===== src/rtl/hdr_ins_pkg.sv =====
// Shared definitions for the header-insert arbiter: FSM encoding and
// header validation helpers sized for the widest supported beat.
package hdr_ins_pkg;

    typedef enum logic [1:0] {
        S_IDLE = 2'd0,
        S_HDR  = 2'd1,
        S_PKT  = 2'd2
    } state_e;

    localparam int unsigned KEEP_MAX_WD = 64;
    localparam int unsigned CNT_MAX_WD  = 8;

    // Counts at or beyond the mask width wrap 0-1 to all-ones, so a full beat needs no special case.
    function automatic logic [KEEP_MAX_WD-1:0] keep_from_cnt(input logic [CNT_MAX_WD-1:0] cnt);
        return (KEEP_MAX_WD'(1) << cnt) - KEEP_MAX_WD'(1);
    endfunction

    function automatic logic hdr_well_formed(
        input logic [KEEP_MAX_WD-1:0] keep,
        input logic [CNT_MAX_WD-1:0]  cnt,
        input int unsigned            nbytes
    );
        return (cnt != '0) && (32'(cnt) <= nbytes) && (keep == keep_from_cnt(cnt));
    endfunction

endpackage


===== src/rtl/rr_arbiter.sv =====
// Combinational round-robin picker: first set request at or after ptr_i,
// wrapping modulo NUM_REQ; returns one-hot grant and its index.
module rr_arbiter #(
    parameter int unsigned NUM_REQ = 4,
    parameter int unsigned ID_WD   = $clog2(NUM_REQ)
) (
    input  logic [NUM_REQ-1:0] req_i,
    input  logic [ID_WD-1:0]   ptr_i,
    output logic [NUM_REQ-1:0] gnt_o,
    output logic [ID_WD-1:0]   idx_o,
    output logic               any_o
);

    int unsigned        pos;
    logic [ID_WD-1:0]   j;

    always_comb begin
        gnt_o = '0;
        idx_o = '0;
        any_o = 1'b0;
        pos   = 0;
        j     = '0;
        for (int unsigned k = 0; k < NUM_REQ; k++) begin
            pos = (32'(ptr_i) + k) % NUM_REQ;
            j   = ID_WD'(pos);
            if (!any_o && req_i[j]) begin
                any_o    = 1'b1;
                gnt_o[j] = 1'b1;
                idx_o    = j;
            end
        end
    end

endmodule


===== src/rtl/hdr_ins_arbiter.sv =====
// Shares the single header-insert channel between NUM_REQ sources; the grant
// stays locked from header accept until the inserter reports end of packet.
module hdr_ins_arbiter
    import hdr_ins_pkg::*;
#(
    parameter int unsigned NUM_REQ      = 4,
    parameter int unsigned DATA_WD      = 32,
    parameter int unsigned DATA_BYTE_WD = DATA_WD / 8,
    parameter int unsigned BYTE_CNT_WD  = $clog2(DATA_BYTE_WD),
    parameter int unsigned ID_WD        = $clog2(NUM_REQ)
) (
    input  logic                              clk,
    input  logic                              rst_n,
    input  logic [NUM_REQ-1:0]                req_valid,
    input  logic [NUM_REQ*DATA_WD-1:0]        req_data,
    input  logic [NUM_REQ*DATA_BYTE_WD-1:0]   req_keep,
    input  logic [NUM_REQ*(BYTE_CNT_WD+1)-1:0] req_byte_cnt,
    output logic [NUM_REQ-1:0]                req_ready,
    output logic                              ins_valid_m,
    output logic [DATA_WD-1:0]                ins_data_m,
    output logic [DATA_BYTE_WD-1:0]           ins_keep_m,
    output logic [BYTE_CNT_WD:0]              ins_byte_insert_cnt,
    input  logic                              ins_ready_m,
    output logic [ID_WD-1:0]                  ins_grant_id,
    input  logic                              pkt_done,
    output logic                              busy,
    output logic                              proto_err
);

    localparam int unsigned CW = BYTE_CNT_WD + 1;

    state_e                  state_q, state_d;
    logic [ID_WD-1:0]        rr_ptr_q, rr_ptr_d;
    logic [ID_WD-1:0]        gid_q, gid_d;
    logic                    err_q, err_d;
    logic [DATA_WD-1:0]      data_q;
    logic [DATA_BYTE_WD-1:0] keep_q;
    logic [CW-1:0]           cnt_q;

    logic [NUM_REQ-1:0]      gnt;
    logic [ID_WD-1:0]        g;
    logic                    any;
    logic                    accept_en;
    logic                    load;
    logic                    wf;
    logic [DATA_WD-1:0]      sel_data;
    logic [DATA_BYTE_WD-1:0] sel_keep;
    logic [CW-1:0]           sel_cnt;
    logic [KEEP_MAX_WD-1:0]  kmax;
    logic [CNT_MAX_WD-1:0]   cmax;

    function automatic logic [ID_WD-1:0] ptr_inc(input logic [ID_WD-1:0] p);
        if (32'(p) >= NUM_REQ - 1) return '0;
        return p + ID_WD'(1);
    endfunction

    rr_arbiter #(
        .NUM_REQ (NUM_REQ),
        .ID_WD   (ID_WD)
    ) u_rr (
        .req_i (req_valid),
        .ptr_i (rr_ptr_q),
        .gnt_o (gnt),
        .idx_o (g),
        .any_o (any)
    );

    always_comb begin
        sel_data = req_data[int'(g)*DATA_WD +: DATA_WD];
        sel_keep = req_keep[int'(g)*DATA_BYTE_WD +: DATA_BYTE_WD];
        sel_cnt  = req_byte_cnt[int'(g)*CW +: CW];
        kmax     = '0;
        kmax[DATA_BYTE_WD-1:0] = sel_keep;
        cmax     = '0;
        cmax[CW-1:0] = sel_cnt;
        wf       = hdr_well_formed(kmax, cmax, DATA_BYTE_WD);
    end

    // Accepts are blocked during reset and in any pkt_done cycle.
    assign accept_en = rst_n && (state_q == S_IDLE) && !pkt_done;

    always_ff @(posedge clk or negedge rst_n) begin
        if (!rst_n) begin
            state_q  <= S_IDLE;
            rr_ptr_q <= '0;
            gid_q    <= '0;
            err_q    <= 1'b0;
        end else begin
            state_q  <= state_d;
            rr_ptr_q <= rr_ptr_d;
            gid_q    <= gid_d;
            err_q    <= err_d;
        end
    end

    always_comb begin
        state_d  = state_q;
        rr_ptr_d = rr_ptr_q;
        gid_d    = gid_q;
        err_d    = err_q;
        load     = 1'b0;
        unique case (state_q)
            S_IDLE: begin
                if (pkt_done) begin
                    err_d = 1'b1;
                end else if (any) begin
                    if (wf) begin
                        load    = 1'b1;
                        gid_d   = g;
                        state_d = S_HDR;
                    end else begin
                        err_d    = 1'b1;
                        rr_ptr_d = ptr_inc(g);
                    end
                end
            end
            S_HDR: begin
                if (ins_ready_m) begin
                    if (pkt_done) begin
                        state_d  = S_IDLE;
                        rr_ptr_d = ptr_inc(gid_q);
                    end else begin
                        state_d = S_PKT;
                    end
                end else if (pkt_done) begin
                    err_d = 1'b1;
                end
            end
            S_PKT: begin
                if (pkt_done) begin
                    state_d  = S_IDLE;
                    rr_ptr_d = ptr_inc(gid_q);
                end
            end
            default: state_d = S_IDLE;
        endcase
    end

    always_comb begin
        req_ready   = accept_en ? gnt : '0;
        ins_valid_m = (state_q == S_HDR);
        busy        = (state_q == S_HDR) || (state_q == S_PKT);
    end

    always_ff @(posedge clk or negedge rst_n) begin
        if (!rst_n) begin
            data_q <= '0;
            keep_q <= '0;
            cnt_q  <= '0;
        end else if (load) begin
            data_q <= sel_data;
            keep_q <= sel_keep;
            cnt_q  <= sel_cnt;
        end
    end

    assign ins_data_m          = data_q;
    assign ins_keep_m          = keep_q;
    assign ins_byte_insert_cnt = cnt_q;
    assign ins_grant_id        = gid_q;
    assign proto_err           = err_q;

endmodule


===== config.mk =====
export PLATFORM = sky130hd
export DESIGN_NAME = hdr_ins_arbiter
export DESIGN_NICKNAME = d
export VERILOG_FILES = /design/src/rtl/hdr_ins_pkg.sv /design/src/rtl/rr_arbiter.sv /design/src/rtl/hdr_ins_arbiter.sv
export SDC_FILE = /design/constraint.sdc
export NUM_CORES = 1
export LEC_CHECK = 0
export ABC_AREA = 1
export BUFFER_PORTS_ARGS = -buffer_cell sky130_fd_sc_hd__buf_2
export CAP_MARGIN = 5
export CORE_MARGIN = 5
export CORE_UTILIZATION = 47
export CTS_CLUSTER_SIZE = 25
export DETAILED_ROUTE_END_ITERATION = 16
export PLACE_DENSITY = 0.81
export SLEW_MARGIN = 20
export SYNTH_ARGS = -nofsm -noshare
export SYNTH_HDL_FRONTEND = slang
export SYNTH_SLANG_ARGS = --single-unit

===== constraint.sdc =====
create_clock -name clk -period 5.1 [get_ports clk]
set_clock_uncertainty 0.05 [all_clocks]
set_input_delay 0.255 -clock clk [delete_from_list [all_inputs] [get_ports clk]]
set_output_delay 0.255 -clock clk [all_outputs]
set_load 0.03 [all_outputs]

==> report_table.html <==
<table>
<tr><th>Metric</th><th>Value</th></tr>
<tr><th colspan="2">Yosys</th></tr>
<tr><td>Distinct cell type count after synthesis</td><td>38</td></tr>
<tr><td>Syn Area/Cell</td><td>6.527 µm²</td></tr>
<tr><td>Number of enable-type register cells in the synthesized netlist</td><td>0</td></tr>
<tr><td>Top-area cell type share of the netlist area</td><td>0.2751</td></tr>
<tr><td>Net count after synthesis</td><td>821</td></tr>
<tr><td>Sequential-to-total area share from yosys stat</td><td>0.2751</td></tr>
<tr><td>Post-Synthesis Cells</td><td>641</td></tr>
<tr><td>Flip-flop and latch count after synthesis</td><td>46</td></tr>
<tr><td>Share of flip-flops with an asynchronous set or reset</td><td>1.000</td></tr>
<tr><td>Synth top area cells</td><td>dfrtp_1, nand2_1, nor2_1, nand3_1, o32ai_1</td></tr>
<tr><td>Syn Std Cell Area</td><td>4184 µm²</td></tr>
<tr><td>Main synth FF type</td><td>dfrtp_1</td></tr>
<tr><td>Yosys Warn Count</td><td>0</td></tr>
<tr><td>Yosys top cell by area</td><td>dfrtp_1</td></tr>
<tr><th colspan="2">Run status</th></tr>
<tr><td>Violated checks</td><td>hold timing</td></tr>
<tr><td>Result of the run</td><td>finished with violations</td></tr>
<tr><th colspan="2">Timing</th></tr>
<tr><td>Worst hold slack</td><td>-0.01122 ns</td></tr>
<tr><td>Actual slew at the worst max-slew pin</td><td>1.089 ns</td></tr>
<tr><td>Count of final hold-check violations</td><td>5</td></tr>
<tr><td>Pins Over Slew Limit</td><td>0</td></tr>
<tr><td>Relative slew slack</td><td>0.2721</td></tr>
<tr><td>Final period demand of the worst path</td><td>4.688 ns</td></tr>
<tr><td>Max Clk Rate</td><td>213.3 MHz</td></tr>
<tr><td>Final worst path period share</td><td>0.9192</td></tr>
<tr><td>Final-report setup violation count</td><td>0</td></tr>
<tr><th colspan="2">Global routing</th></tr>
<tr><td>Tot GR Track Use</td><td>0.2367</td></tr>
<tr><td>Overall overflow remaining after global route</td><td>0</td></tr>
<tr><td>Number of global-route vias before repair</td><td>4,769</td></tr>
<tr><td>Largest net degree at the start of global routing</td><td>68</td></tr>
<tr><td>Number of antenna violations at the first check in global routing</td><td>0</td></tr>
<tr><td>First-pass GRT wire length</td><td>22,160 µm</td></tr>
<tr><th colspan="2">Routing</th></tr>
<tr><td>DRC marker count from the first detailed-route iteration</td><td>268</td></tr>
<tr><td>DRC violations left</td><td>0</td></tr>
<tr><td>Antenna-violating nets left</td><td>0</td></tr>
<tr><td>Post-DR wirelength/cell</td><td>14.98 µm</td></tr>
<tr><td>Mean number of vias per cell</td><td>5.492</td></tr>
<tr><td>Final routed wirelength across all metal layers</td><td>13,960 µm</td></tr>
<tr><td>Count of TritonRoute iterations in the first routing pass</td><td>5</td></tr>
<tr><td>Routed vias</td><td>5,119</td></tr>
<tr><th colspan="2">Power</th></tr>
<tr><td>Power density over the cells</td><td>828.0 nW/µm²</td></tr>
<tr><td>Max IR drop VDD</td><td>883.9 µV</td></tr>
<tr><td>LEAKAGE</td><td>0.003070 µW</td></tr>
<tr><th colspan="2">Cells and area</th></tr>
<tr><td>Ant. Diodes</td><td>0</td></tr>
<tr><td>Proportion of layout cells with a drive suffix above 1</td><td>0.3155</td></tr>
<tr><td>Final layout net count</td><td>1,003</td></tr>
<tr><td>Area grow syn2layout</td><td>27.27%</td></tr>
<tr><td>Post-layout instance area</td><td>5325 µm²</td></tr>
<tr><td>Finished Core Util</td><td>0.6136</td></tr>
<tr><td>Fin cells</td><td>932</td></tr>
<tr><th colspan="2">Min path</th></tr>
<tr><td>HP Class</td><td>input pin to async pin</td></tr>
<tr><th colspan="2">Floorplanning</th></tr>
<tr><td>Core area</td><td>8678 µm²</td></tr>
<tr><td>I/O Pins</td><td>212</td></tr>
<tr><td>Area enclosed by the die boundary</td><td>10,890 µm²</td></tr>
<tr><td>Site row count</td><td>34</td></tr>
<tr><td>Die Wd</td><td>104.4 µm</td></tr>
<tr><td>Initial Utilization</td><td>0.4821</td></tr>
<tr><td>Vert. Die Dim</td><td>104.4 µm</td></tr>
<tr><th colspan="2">Clock network</th></tr>
<tr><td>H-tree levels</td><td>2</td></tr>
<tr><td>Clock-pin transition on the worst setup and hold timing paths</td><td>0.09 ns</td></tr>
<tr><td>CTS Buf Count</td><td>5</td></tr>
<tr><td>CTS tree</td><td>yes</td></tr>
<tr><td>Source-to-sink clock delay at the later pin of the worst-skew pair</td><td>0.29 ns</td></tr>
<tr><td>Hold-fix buffers at CTS</td><td>0</td></tr>
<tr><td>Clock net sink count</td><td>46</td></tr>
<tr><td>Maximum number of buffers from clock root to sink</td><td>2</td></tr>
<tr><td>Post-CTS Setup Bufs</td><td>0</td></tr>
<tr><td>Cts repair resizes</td><td>0</td></tr>
<tr><td>Clock root cell</td><td>clkbuf_8</td></tr>
<tr><th colspan="2">Place</th></tr>
<tr><td>Count of input and output buffers</td><td>211</td></tr>
<tr><td>Placed Area</td><td>5191 µm²</td></tr>
<tr><td>Placed instance count</td><td>923</td></tr>
<tr><td>Last weighted congestion value of the routability-driven placer</td><td>0.8873</td></tr>
<tr><td>Total half-perimeter wirelength after legalization and detailed placement</td><td>10,560 µm</td></tr>
<tr><th colspan="2">Worst setup path</th></tr>
<tr><td>CP arrival</td><td>4.83 ns</td></tr>
<tr><td>Worst setup path class</td><td>flip-flop to flip-flop</td></tr>
<tr><td>Crit. End Element</td><td>flip-flop</td></tr>
<tr><td>Crit path launch type</td><td>flip-flop</td></tr>
<tr><td>Data required time at the worst endpoint</td><td>5.24 ns</td></tr>
<tr><td>Worst-path fanout max</td><td>43</td></tr>
<tr><th colspan="2">Run</th></tr>
<tr><td>Number of violations of the max-capacitance limit</td><td>0</td></tr>
</table>
==> sequential cells by signal, indices dropped and copies added (netlist names) <==
signal               flops
ins_data_m              32
ins_keep_m               4
ins_byte_insert_cnt      3
ins_grant_id             2
rr_ptr_q                 2
state_q                  2
proto_err                1
==> layout make-up <==
| cell class | count | area, µm² |
|---|---|---|
| flip-flops and latches | 46 | 1152 |
| clock buffers | 6 | 82.58 |
| fillers | 809 | 3353 |
| repair buffers | 218 | 1112 |
| well taps | 108 | 135.1 |
| inverters | 53 | 202.7 |
| clock inverters | 2 | 12.51 |
| multi-input cells | 499 | 2628 |
==> layout by cell type (no fill, tap or decap), drive strengths merged <==
cell type	netlist	routed
nand3	61	62
and3b	1	1
o211ai	2	2
nor2	109	109
nand3b	1	1
a21o	1	1
clkinv	1	2
a31oi	4	4
o22ai	1	1
o21ai	40	40
ha	16	16
clkbuf	24	6
o31ai	1	1
mux2	1	1
buf	20	218
clkinvlp	0	1
nand2	177	177
nand4	44	44
dfrtp	46	46
a21boi	2	2
a21oi	2	2
a211oi	1	1
inv	52	52
nor3	2	2
o32ai	32	32
==> worst max-delay path, stage by stage (launching register included) <==
cell and delay [ns]:
dfrtp_1 0.49, inv_1 0.19, ha_1 0.36, inv_1 0.11, nand3_1 0.10, nand2_2 0.11
inv_2 0.07, nor2_4 0.17, nand3_2 0.14, nand3_1 0.12, nand2_2 0.17, clkinv_2 0.15
nand3_1 0.10, nand2_2 0.10, nand2_1 0.09, inv_1 0.09, ha_1 0.22, nor2_1 0.08
a21boi_0 0.13, ha_1 0.27, and3b_1 0.15, nand3_1 0.07, nor2_1 0.17, nand3_2 0.15
nor2_8 0.15, buf_6 0.31, nand2_1 0.08, a21o_1 0.18
==> worst paths after layout <==
path	cells past startpoint	slack (ns)	end	startpoint
max reg2reg	27	0.41	proto_err$_DFFE_PN0P_	rr_ptr_q[1]$_DFFE_PN0P_
max in group asynchronous	2	4.56	rr_ptr_q[0]$_DFFE_PN0P_	rst_n
min in group clk	5	0.33	ins_data_m[25]$_DFFE_PN0P_	req_data[89]
min reg2reg	1	0.41	proto_err$_DFFE_PN0P_	proto_err$_DFFE_PN0P_
max	27	0.41	proto_err$_DFFE_PN0P_	rr_ptr_q[1]$_DFFE_PN0P_
min	2	-0.01	ins_data_m[9]$_DFFE_PN0P_	rst_n
==> stage by stage <==
step                setup TNS (ns)  worst slack [ns]  power (µW)
finish                           0            0.4121        4409
global route             -0.006228         -0.006228        4862
CTS                              0            0.1649        4353
detailed placement               0            0.1773        4103
global placement                 0            0.4487        4014
floorplan                        0             1.095        3429
==> power by group <==
group          internal [µW]  switching (µW)
Combinational           1150            2490
Sequential               459            75.5
Clock                    109             126
Total                   1720            2690
==> cells by family after synthesis <==
logic type                 share of synthesized area
and+or+nand+nor                               0.4294
buffers and inverters                         0.1068
AOI/OAI and AO/OA                             0.1382
DFF                                           0.2751
adders and majority gates                    0.04785
muxes                                       0.002691
==> cell usage after synthesis (2+ instances only) <==
cell type and count:
ha_1 16, nand2_2 10, a21boi_0 2, nor2_1 106, o21ai_0 39, clkbuf_1 24
a31oi_1 4, a21oi_1 2, buf_4 5, nand3_2 3, inv_2 5, nor3_1 2
inv_1 46, nand2_4 3, buf_1 2, nand3_1 57, nand2_1 164, dfrtp_1 46
buf_2 6, buf_6 7, o211ai_1 2, nand4_1 43, o32ai_1 32
==> routing by layer <==
metal | vias up | global-route usage | wire length (µm)
met4 | 0 | 0.04348 | 176
met3 | 17 | 0.05090 | 1115
li1 | 2526 | - | -
met5 | - | 0 | 0
met1 | 2357 | 0.3131 | 5842
met2 | 219 | 0.4000 | 6829
No activity file was read; power rests on OpenSTA's default activity.
